--- config.mk ---
export PLATFORM = sky130hd
export DESIGN_NAME = fp_add_dispatcher_flat
export DESIGN_NICKNAME = d
export VERILOG_FILES = /design/src/rtl/fp_add_dispatcher_pkg.sv /design/src/rtl/fp_add_dispatcher_if.sv /design/src/rtl/fp_add_dispatcher_operand_fifo.sv /design/src/rtl/fp_add_dispatcher.sv /design/src/flat_wrapper.sv
export SDC_FILE = /design/constraint.sdc
export NUM_CORES = 1
export LEC_CHECK = 0
export CORE_MARGIN = 2
export CORE_UTILIZATION = 45
export CTS_BUF_LIST = sky130_fd_sc_hd__clkbuf_8
export CTS_CLUSTER_DIAMETER = 50
export CTS_CLUSTER_SIZE = 10
export DETAILED_ROUTE_END_ITERATION = 7
export PLACE_DENSITY = 0.7
export SYNTH_ARGS = -nofsm -noshare
export SYNTH_HDL_FRONTEND = slang
export SYNTH_SLANG_ARGS = --single-unit
--- constraint.sdc ---
create_clock -name Clock -period 3.05 [get_ports Clock]
set_clock_uncertainty 0.15 [all_clocks]
set_input_delay 0.305 -clock Clock [delete_from_list [all_inputs] [get_ports Clock]]
set_output_delay 0.305 -clock Clock [all_outputs]
set_load 0.005 [all_outputs]
--- src/rtl/fp_add_dispatcher_pkg.sv ---
// Shared floating-point types for the adder front-end: IEEE single layout,
// result flags, operand pair and dispatcher state encoding.
package floatingpointpkg;

    typedef struct packed {
        logic       sign;
        logic [7:0] exp;
        logic [22:0] frac;
    } float_t;

    typedef struct packed {
        logic zero;
        logic inf;
        logic nan;
    } fp_flags_t;

    typedef struct packed {
        float_t a;
        float_t b;
    } operand_pair_t;

    typedef enum logic [1:0] {
        IDLE,
        GO,
        WAIT
    } dispatch_state_t;

endpackage

--- src/rtl/fp_add_dispatcher_if.sv ---
// Operand stream, adder Go/Ready link and result slot of the dispatcher.
// master is the dispatcher's view; slave is the producer/adder/consumer side.
interface fp_add_dispatcher_if;
    import floatingpointpkg::*;

    logic      InValid;
    logic      InReady;
    float_t    InA;
    float_t    InB;
    float_t    AddA;
    float_t    AddB;
    logic      AddGo;
    logic      AddReady;
    float_t    AddResult;
    logic      AddZero;
    logic      AddInf;
    logic      AddNan;
    logic      OutValid;
    logic      OutReady;
    float_t    OutResult;
    fp_flags_t OutFlags;

    modport master (
        input  InValid, InA, InB, AddReady, AddResult, AddZero, AddInf, AddNan, OutReady,
        output InReady, AddA, AddB, AddGo, OutValid, OutResult, OutFlags
    );

    modport slave (
        output InValid, InA, InB, AddReady, AddResult, AddZero, AddInf, AddNan, OutReady,
        input  InReady, AddA, AddB, AddGo, OutValid, OutResult, OutFlags
    );

endinterface

--- src/rtl/fp_add_dispatcher_operand_fifo.sv ---
// Small circular operand FIFO with a combinational head so the adder sees
// the oldest pair continuously until it is explicitly popped.
module fp_operand_fifo #(
    parameter int DEPTH = 4,
    parameter int WIDTH = 64
) (
    input  logic                   Clock,
    input  logic                   Reset,
    input  logic                   push,
    input  logic                   pop,
    input  logic [WIDTH-1:0]       push_data,
    output logic [WIDTH-1:0]       head,
    output logic [$clog2(DEPTH):0] count,
    output logic                   full,
    output logic                   empty
);
    localparam int AW = $clog2(DEPTH);

    logic [WIDTH-1:0] mem [DEPTH];
    logic [AW-1:0]    wr_ptr_reg;
    logic [AW-1:0]    rd_ptr_reg;
    logic [AW:0]      count_reg;
    logic             do_push;
    logic             do_pop;

    assign full    = (count_reg == (AW+1)'(DEPTH));
    assign empty   = (count_reg == '0);
    assign do_push = push && !full;
    assign do_pop  = pop && !empty;
    assign head    = mem[rd_ptr_reg];
    assign count   = count_reg;

    always_ff @(posedge Clock) begin
        if (do_push) begin
            mem[wr_ptr_reg] <= push_data;
        end
    end

    // Pointers are exactly log2(DEPTH) wide, so they wrap on their own.
    always_ff @(posedge Clock) begin
        if (Reset) begin
            wr_ptr_reg <= '0;
            rd_ptr_reg <= '0;
            count_reg  <= '0;
        end else begin
            if (do_push) wr_ptr_reg <= wr_ptr_reg + 1'b1;
            if (do_pop)  rd_ptr_reg <= rd_ptr_reg + 1'b1;
            case ({do_push, do_pop})
                2'b10:   count_reg <= count_reg + 1'b1;
                2'b01:   count_reg <= count_reg - 1'b1;
                default: count_reg <= count_reg;
            endcase
        end
    end

endmodule

--- src/rtl/fp_add_dispatcher.sv ---
// Issues buffered operand pairs to FloatingPointAdder one at a time, holds each
// result in a one-entry output slot and abandons ops the adder never finishes.
module fp_add_dispatcher
    import floatingpointpkg::*;
#(
    parameter int DEPTH   = 4,
    parameter int TIMEOUT = 64
) (
    input  logic                Clock,
    input  logic                Reset,
    fp_add_dispatcher_if.master bus,
    output logic                Error,
    output logic [15:0]         OpCount
);
    localparam int CNT_W  = $clog2(DEPTH) + 1;
    localparam int WD_W   = $clog2(TIMEOUT + 1);
    localparam int PAIR_W = $bits(operand_pair_t);

    dispatch_state_t   state_reg, state_next;
    logic [WD_W-1:0]   wd_reg, wd_next;
    logic              out_valid_reg, out_valid_next;
    float_t            out_result_reg, out_result_next;
    fp_flags_t         out_flags_reg, out_flags_next;
    logic              error_reg, error_next;
    logic [15:0]       op_count_reg, op_count_next;

    logic              push;
    logic              pop;
    logic              fifo_full;
    logic              fifo_empty;
    logic [CNT_W-1:0]  fifo_count;
    logic [PAIR_W-1:0] head_bits;
    operand_pair_t     in_pair;
    operand_pair_t     head_pair;

    assign in_pair      = '{a: bus.InA, b: bus.InB};
    assign bus.InReady  = (fifo_count < CNT_W'(DEPTH));
    assign push         = bus.InValid && !fifo_full;
    assign head_pair    = operand_pair_t'(head_bits);

    fp_operand_fifo #(
        .DEPTH (DEPTH),
        .WIDTH (PAIR_W)
    ) u_fifo (
        .Clock     (Clock),
        .Reset     (Reset),
        .push      (push),
        .pop       (pop),
        .push_data (in_pair),
        .head      (head_bits),
        .count     (fifo_count),
        .full      (fifo_full),
        .empty     (fifo_empty)
    );

    // Operands come straight from the head; it only moves once the op is done.
    assign bus.AddA      = head_pair.a;
    assign bus.AddB      = head_pair.b;
    assign bus.AddGo     = (state_reg == GO);
    assign bus.OutValid  = out_valid_reg;
    assign bus.OutResult = out_result_reg;
    assign bus.OutFlags  = out_flags_reg;
    assign Error         = error_reg;
    assign OpCount       = op_count_reg;

    always_ff @(posedge Clock) begin
        if (Reset) begin
            state_reg      <= IDLE;
            wd_reg         <= '0;
            out_valid_reg  <= 1'b0;
            out_result_reg <= '0;
            out_flags_reg  <= '0;
            error_reg      <= 1'b0;
            op_count_reg   <= '0;
        end else begin
            state_reg      <= state_next;
            wd_reg         <= wd_next;
            out_valid_reg  <= out_valid_next;
            out_result_reg <= out_result_next;
            out_flags_reg  <= out_flags_next;
            error_reg      <= error_next;
            op_count_reg   <= op_count_next;
        end
    end

    always_comb begin
        state_next      = state_reg;
        wd_next         = wd_reg;
        out_valid_next  = out_valid_reg;
        out_result_next = out_result_reg;
        out_flags_next  = out_flags_reg;
        error_next      = error_reg;
        op_count_next   = op_count_reg;
        pop             = 1'b0;

        if (out_valid_reg && bus.OutReady) begin
            out_valid_next = 1'b0;
        end

        case (state_reg)
            IDLE: begin
                if (!fifo_empty && !out_valid_reg) begin
                    state_next = GO;
                end
            end
            GO: begin
                wd_next    = '0;
                state_next = WAIT;
            end
            WAIT: begin
                wd_next = wd_reg + 1'b1;
                // Completion takes priority over a watchdog expiry in the same cycle.
                if (bus.AddReady) begin
                    out_result_next = bus.AddResult;
                    out_flags_next  = '{zero: bus.AddZero, inf: bus.AddInf, nan: bus.AddNan};
                    out_valid_next  = 1'b1;
                    op_count_next   = op_count_reg + 1'b1;
                    pop             = 1'b1;
                    state_next      = IDLE;
                end else if (wd_reg == WD_W'(TIMEOUT - 1)) begin
                    error_next = 1'b1;
                    pop        = 1'b1;
                    state_next = IDLE;
                end
            end
            default: begin
                state_next = IDLE;
            end
        endcase
    end

endmodule
--- src/flat_wrapper.sv ---
// flat-port wrapper written by rule: the top's interface ports become plain ports
module fp_add_dispatcher_flat import floatingpointpkg::*;
#(
    parameter int DEPTH   = 4,
    parameter int TIMEOUT = 64
)
  (Clock, Reset, Error, OpCount, bus_InValid, bus_InA, bus_InB, bus_AddReady, bus_AddResult, bus_AddZero, bus_AddInf, bus_AddNan, bus_OutReady, bus_InReady, bus_AddA, bus_AddB, bus_AddGo, bus_OutValid, bus_OutResult, bus_OutFlags);
  fp_add_dispatcher_if bus_i ();
  input  logic Clock;
  input  logic Reset;
  output logic Error;
  output logic [15:0] OpCount;
  input wire logic [$bits(bus_i.InValid)-1:0] bus_InValid;
  input wire logic [$bits(bus_i.InA)-1:0] bus_InA;
  input wire logic [$bits(bus_i.InB)-1:0] bus_InB;
  input wire logic [$bits(bus_i.AddReady)-1:0] bus_AddReady;
  input wire logic [$bits(bus_i.AddResult)-1:0] bus_AddResult;
  input wire logic [$bits(bus_i.AddZero)-1:0] bus_AddZero;
  input wire logic [$bits(bus_i.AddInf)-1:0] bus_AddInf;
  input wire logic [$bits(bus_i.AddNan)-1:0] bus_AddNan;
  input wire logic [$bits(bus_i.OutReady)-1:0] bus_OutReady;
  output wire logic [$bits(bus_i.InReady)-1:0] bus_InReady;
  output wire logic [$bits(bus_i.AddA)-1:0] bus_AddA;
  output wire logic [$bits(bus_i.AddB)-1:0] bus_AddB;
  output wire logic [$bits(bus_i.AddGo)-1:0] bus_AddGo;
  output wire logic [$bits(bus_i.OutValid)-1:0] bus_OutValid;
  output wire logic [$bits(bus_i.OutResult)-1:0] bus_OutResult;
  output wire logic [$bits(bus_i.OutFlags)-1:0] bus_OutFlags;
  assign bus_i.InValid = bus_InValid;
  assign bus_i.InA = bus_InA;
  assign bus_i.InB = bus_InB;
  assign bus_i.AddReady = bus_AddReady;
  assign bus_i.AddResult = bus_AddResult;
  assign bus_i.AddZero = bus_AddZero;
  assign bus_i.AddInf = bus_AddInf;
  assign bus_i.AddNan = bus_AddNan;
  assign bus_i.OutReady = bus_OutReady;
  assign bus_InReady = bus_i.InReady;
  assign bus_AddA = bus_i.AddA;
  assign bus_AddB = bus_i.AddB;
  assign bus_AddGo = bus_i.AddGo;
  assign bus_OutValid = bus_i.OutValid;
  assign bus_OutResult = bus_i.OutResult;
  assign bus_OutFlags = bus_i.OutFlags;
  fp_add_dispatcher #(.DEPTH(DEPTH), .TIMEOUT(TIMEOUT)) u_core (.Clock(Clock), .Reset(Reset), .bus(bus_i), .Error(Error), .OpCount(OpCount));
endmodule
### Yosys cells after proc, flatten, opt, wreduce, memory -nomap -nowiden

Memories as Yosys holds them, arrays and structs flattened. A register that Yosys moved wholly into a read port is not among the register bits.
Cells that the tools add are included.

* bits in registers: 69
* memory bits (writable): 256
* input port bits: 104
* output and inout bits: 119
* word-level logic and storage cells: 62
* memories kept: 1

Memory list
* u_core.u_fifo.mem: words 4, bits a word 64, read ports 1, clocked after memory_dff 1, write ports 1, line fp_add_dispatcher_operand_fifo.sv:19 `logic [WIDTH-1:0] mem [DEPTH];`

* add/subtract/negate cells: 6
* $lt $le $gt $ge: 1
* equality and inequality tests: 8
* mux-type cells: 16
* bitwise gates (word level): 1
* reductions and logical operators: 15

Operator list (number)
* $add 16x1->16 const B: 1
* $pmux 7 s2: 1
* $mux 2: 5
* $mux 1: 8
* $add 7x1->7 const B: 1
* $eq 7x6->1 const B: 1
* $pmux 2 s3: 1
* $pmux 3 s2: 1
* $logic_and 1x1->1: 5
* $add 2x1->2 const B: 2
* $eq 2x1->1 const B: 2
* $eq 2x2->1 const B: 2
* $reduce_and 2->1: 2
* $reduce_bool 2->1: 2
* $add 3x1->3 const B: 1
* $eq 3x3->1 const B: 1
* $logic_not 1->1: 3
* $logic_not 3->1: 1
* $lt 3x3->1 const B: 1
* $ne 3x2->1 const B: 1
* $reduce_and 3->1: 1
* $sub 3x1->3 const B: 1
* $logic_not 2->1: 1
* $ne 2x1->1 const B: 1
* $not 1->1: 1

### Longest topological paths before layout

* word-level depth: 7
* mapped depth: 10
* gate-level depth less buffers: 10

### Cells and area by module

Synthesis repeated with hierarchy kept, for this count alone.

* cells, all modules: 691
* area, all modules: 12273.0 um2

By module, submodules not included
* fp_operand_fifo: instances 1, cells each 388, area each 9785.6 um2, sequential area each 7867.5 um2
* fp_add_dispatcher: instances 1, cells each 303, area each 2487.4 um2, sequential area each 1241.2 um2

### Worst setup path before layout

OpenSTA, ideal clock, no wires.

* kind: reg2reg
* start point: register u_core.u_fifo.count_reg[2], in the netlist u_core.u_fifo.count[2]
* end point: memory u_core.u_fifo.mem[0][0] (enable)
* library setup time: 429 ps
* data arrival time: 2206 ps
* required time: 2471 ps
* slack: 265 ps
* stages on the path, launching flop included: 4
* buffers on the path: 0
* clock period less this slack: 2785 ps
* cell sequence: dfxtp_1 inv_1 o31a_1 and2_1

* longest elaborated chain between the ends: 6

Ends and longest elaborated chain
* start: declaration: line fp_add_dispatcher_operand_fifo.sv:22 `logic [AW:0] count_reg;`
* start signal: assignment: line fp_add_dispatcher_operand_fifo.sv:49 `2'b10: count_reg <= count_reg + 1'b1;`
* start signal: assignment: line fp_add_dispatcher_operand_fifo.sv:50 `2'b01: count_reg <= count_reg - 1'b1;`
* start signal: assignment: line fp_add_dispatcher_operand_fifo.sv:51 `default: count_reg <= count_reg;`
* $eq 3x3->1 (*): line fp_add_dispatcher_operand_fifo.sv:26 `assign full = (count_reg == (AW+1)'(DEPTH));`
* $logic_not 1->1 (*): line fp_add_dispatcher_operand_fifo.sv:28, fp_add_dispatcher.sv:38
* $logic_and 1x1->1: line fp_add_dispatcher.sv:38 `assign push = bus.InValid && !fifo_full;`
* $logic_and 1x1->1 (*): line fp_add_dispatcher_operand_fifo.sv:28 `assign do_push = push && !full;`
* $mux 1 (*): line fp_add_dispatcher_operand_fifo.sv:34 `if (do_push) begin`
* $mux 1 (not written as such) (*): line fp_add_dispatcher_operand_fifo.sv:35 `mem[wr_ptr_reg] <= push_data;`
* end: declaration: line fp_add_dispatcher_operand_fifo.sv:19

Mark *: on every way between the ends. The rest lies on a longest branch, timed or not.

==> out/results.ini <==
[sta]
period_share = 0.920
worst_pin_slew_ns = 0.588
slew_headroom = 0.608
slew_viol_final = 0
fmax_ghz = 0.356
fin_crit_ns = 2.81
rsz0062_at_grt = false
finalHoldViolations = 0
tns_ns = 0
finalSetupViolations = 0

[power]
leakage_uw = 0.00510
powerDensity_mw_per_mm2 = 572
worst_ir_drop_vdd_uv = 351
finalPower_uw = 9010

[final_layout]
regMostFlops = u_core.u_fifo.mem
final_nets = 1058
areaGrowthSynthToFinish_pct = 28.6
instances_no_fill = 1298
largest_register_ffs = 256
layout-drive-gt1-share = 0.164

[clocking]
clk_latency_ns = 0.53
cts_hold_buf = 0
cts_tree = built
ctsResizeCount = 0
clkTransAtPathRegs_ns = 0.07
cts_setup_buffers = 0
cts-root-buf = clkbuf_8
clockBufferDepth = 3
htree_num_levels = 2
cts.sinks = 327
numCtsBuffers = 40

[global_route]
grt_pass1_vias = 6974
grt_pass1_wl_um = 37900
antenna_found_initial = 1
grt_overflow = 0
grt_usage = 0.170
grt_max_degree = 65

[placement]
gp_congestion = 0.754
place_inst = 1240
portBuffers = 222
hpwl_um = 15700

[drt]
vias = 6670
highest_layer = met5
antenna_left = 0
route.met2.wl_um = 11600
wl_met3_um = 1880
m1WireLength_um = 10100
drtPass1Iterations = 4
drtIter0Drc = 470
drc = 0
viasPerCell = 5.14
drt-total-wl_um = 24100
wl_per_cell_um = 18.6

[logic_synthesis]
synth_edf_count = 256
post_synth_num_cell_types = 46
yosysWarnings = 0
synth_nets = 802
syn-cell-area_mm2 = 0.0123
avgSynthCellArea_um2 = 17.9
synthCells = 686
synth_flop_cell = edfxtp_1
ys_seq_elements = 327
yosysSeqAreaShare = 0.743
async_flop_share = 0

[worst_setup_path]
cp_max_fo = 12
critPathBufInv = 2
worst_ep_arrival_time_ns = 2.35
setup.worst_path.end_class = output pin
cp_slowest_stage_delay_ns = 0.55
worst_setup_path_start_kind = flop
critPathKind = flop to output pin
cp_slowest_cell = dfxtp_4
cp_top_family = buffers and inverters
crit_chain = buf_4, mux4_2, clkdlybuf4s50_1
required_ns = 2.59

[floorplanning]
start_util = 0.456
num_rows = 60
core_area_mm2 = 0.0269
die_h_um = 169
dieArea_mm2 = 0.0286
io_pins = 223
dieWidth_um = 169

[hold_path]
worstHoldPathType = primary input to flop

[flow_run]
cap_violations = 0

[status]
status = complete, no violations

[kinds of logic after synthesis]
| logic type | share of synthesized area |
|---|---|
| buf+inv | 0.0178 |
| xor+xnor | 0.0129 |
| flops | 0.743 |
| fa+ha+maj | 0.0129 |
| mux | 0.124 |
| simple gates | 0.0632 |
| compound gates | 0.0260 |
[cells in the final DEF, fill, tap and decap left out, types with 12 or more instances in the layout]
master / n
dfxtp_1: 69
nor2_1: 25
buf_4: 12
clkdlybuf4s50_1: 221
clkbuf_8: 42
edfxtp_1: 256
mux4_2: 64
inv_1: 22
nand2_1: 81
a21oi_1: 44
[worst register-to-register path: stages (launching register included)]
cell	delay (ns)
dfxtp_1	0.39
ha_1	0.21
nand2_1	0.10
nor3_2	0.22
o211a_1	0.23
ha_1	0.19
inv_1	0.06
fa_1	0.37
xor2_1	0.15
or3_1	0.30
a21oi_1	0.14
[per-stage QoR]
stage | utilization | area (um2) | hold WS [ns] | setup slack [ns]
6_report | 0.586 | 15800 | 0.0761 | 0.244
5_1_grt | 0.586 | 15800 | 0.0605 | 0.115
4_1_cts | 0.585 | 15700 | 0.0331 | 0.0216
3_5_place_dp | 0.560 | 15100 | 0.297 | 0.446
3_3_place_gp | 0.560 | 15100 | 0.292 | 0.529
2_1_floorplan | - | 12300 | 0.254 | 0.265
[worst paths after layout]
path | start | endpoint | slack (ns) | cells after the start
setup / recovery | flop | bus_AddA[24] | 0.24 | 3
hold / removal | Reset | u_core.u_fifo.count[1] | 0.08 | 2
setup reg to reg | u_core.wd_reg[0] | u_core.u_fifo.count[2] | 0.44 | 10
hold reg to reg | u_core.bus.OutResult[2] | u_core.bus.OutResult[2] | 0.30 | 2
[cell usage after synthesis (2+ instances only)]
| library cell | n | area [um2] |
|---|---|---|
| nand3_2 | 2 | 20.0 |
| mux2i_1 | 3 | 30.0 |
| o21ai_0 | 3 | 15.0 |
| nor2b_1 | 3 | 18.8 |
| or3_1 | 2 | 12.5 |
| nand4_4 | 2 | 42.5 |
| nor3_1 | 6 | 30.0 |
| nand4_1 | 4 | 25.0 |
| nand2_1 | 81 | 304 |
| buf_2 | 8 | 40.0 |
| a21oi_1 | 44 | 220 |
| dfxtp_1 | 71 | 1420 |
| mux4_2 | 64 | 1440 |
| and2_1 | 5 | 31.3 |
| ha_1 | 11 | 138 |
| nor2_1 | 25 | 93.8 |
| nand2b_1 | 9 | 56.3 |
| clkbuf_1 | 8 | 30.0 |
| inv_1 | 13 | 48.8 |
| nand3_1 | 5 | 25.0 |
| nor4_2 | 5 | 62.6 |
| edfxtp_1 | 256 | 7690 |
| a31oi_1 | 2 | 12.5 |
| buf_4 | 7 | 52.6 |
| o31a_1 | 2 | 17.5 |
| xnor2_1 | 10 | 87.6 |
| xor2_1 | 8 | 70.1 |
| buf_1 | 7 | 26.3 |
| mux2_1 | 3 | 33.8 |
[layout make-up]
class                           instances  area (um2)
Tap cell                              341         427
Timing Repair Buffer                  246        2550
Sequential cell                       327        9110
Fill cell                            2062       11100
Clock inverter                         14        96.3
Inverter                               14        52.6
Antenna cell                            1        2.50
Multi-Input combinational cell        313        2930
Clock buffer                           42         578
[power by group]
part           switching, uW  internal (uW)  total [uW]  leakage [uW]
logic                    484            612        1100       0.00180
clock network           1440           1340        2780      0.000373
registers               79.8           5050        5130       0.00293
total                   2000           7010        9010       0.00510
[per-layer routing]
layer  up-vias  GRT usage
li1       3122          -
met1      3265      0.218
met2       237      0.283
met3        44     0.0496
met4         2     0.0505
met5         -          0
Power figures use the tool's default switching activity.
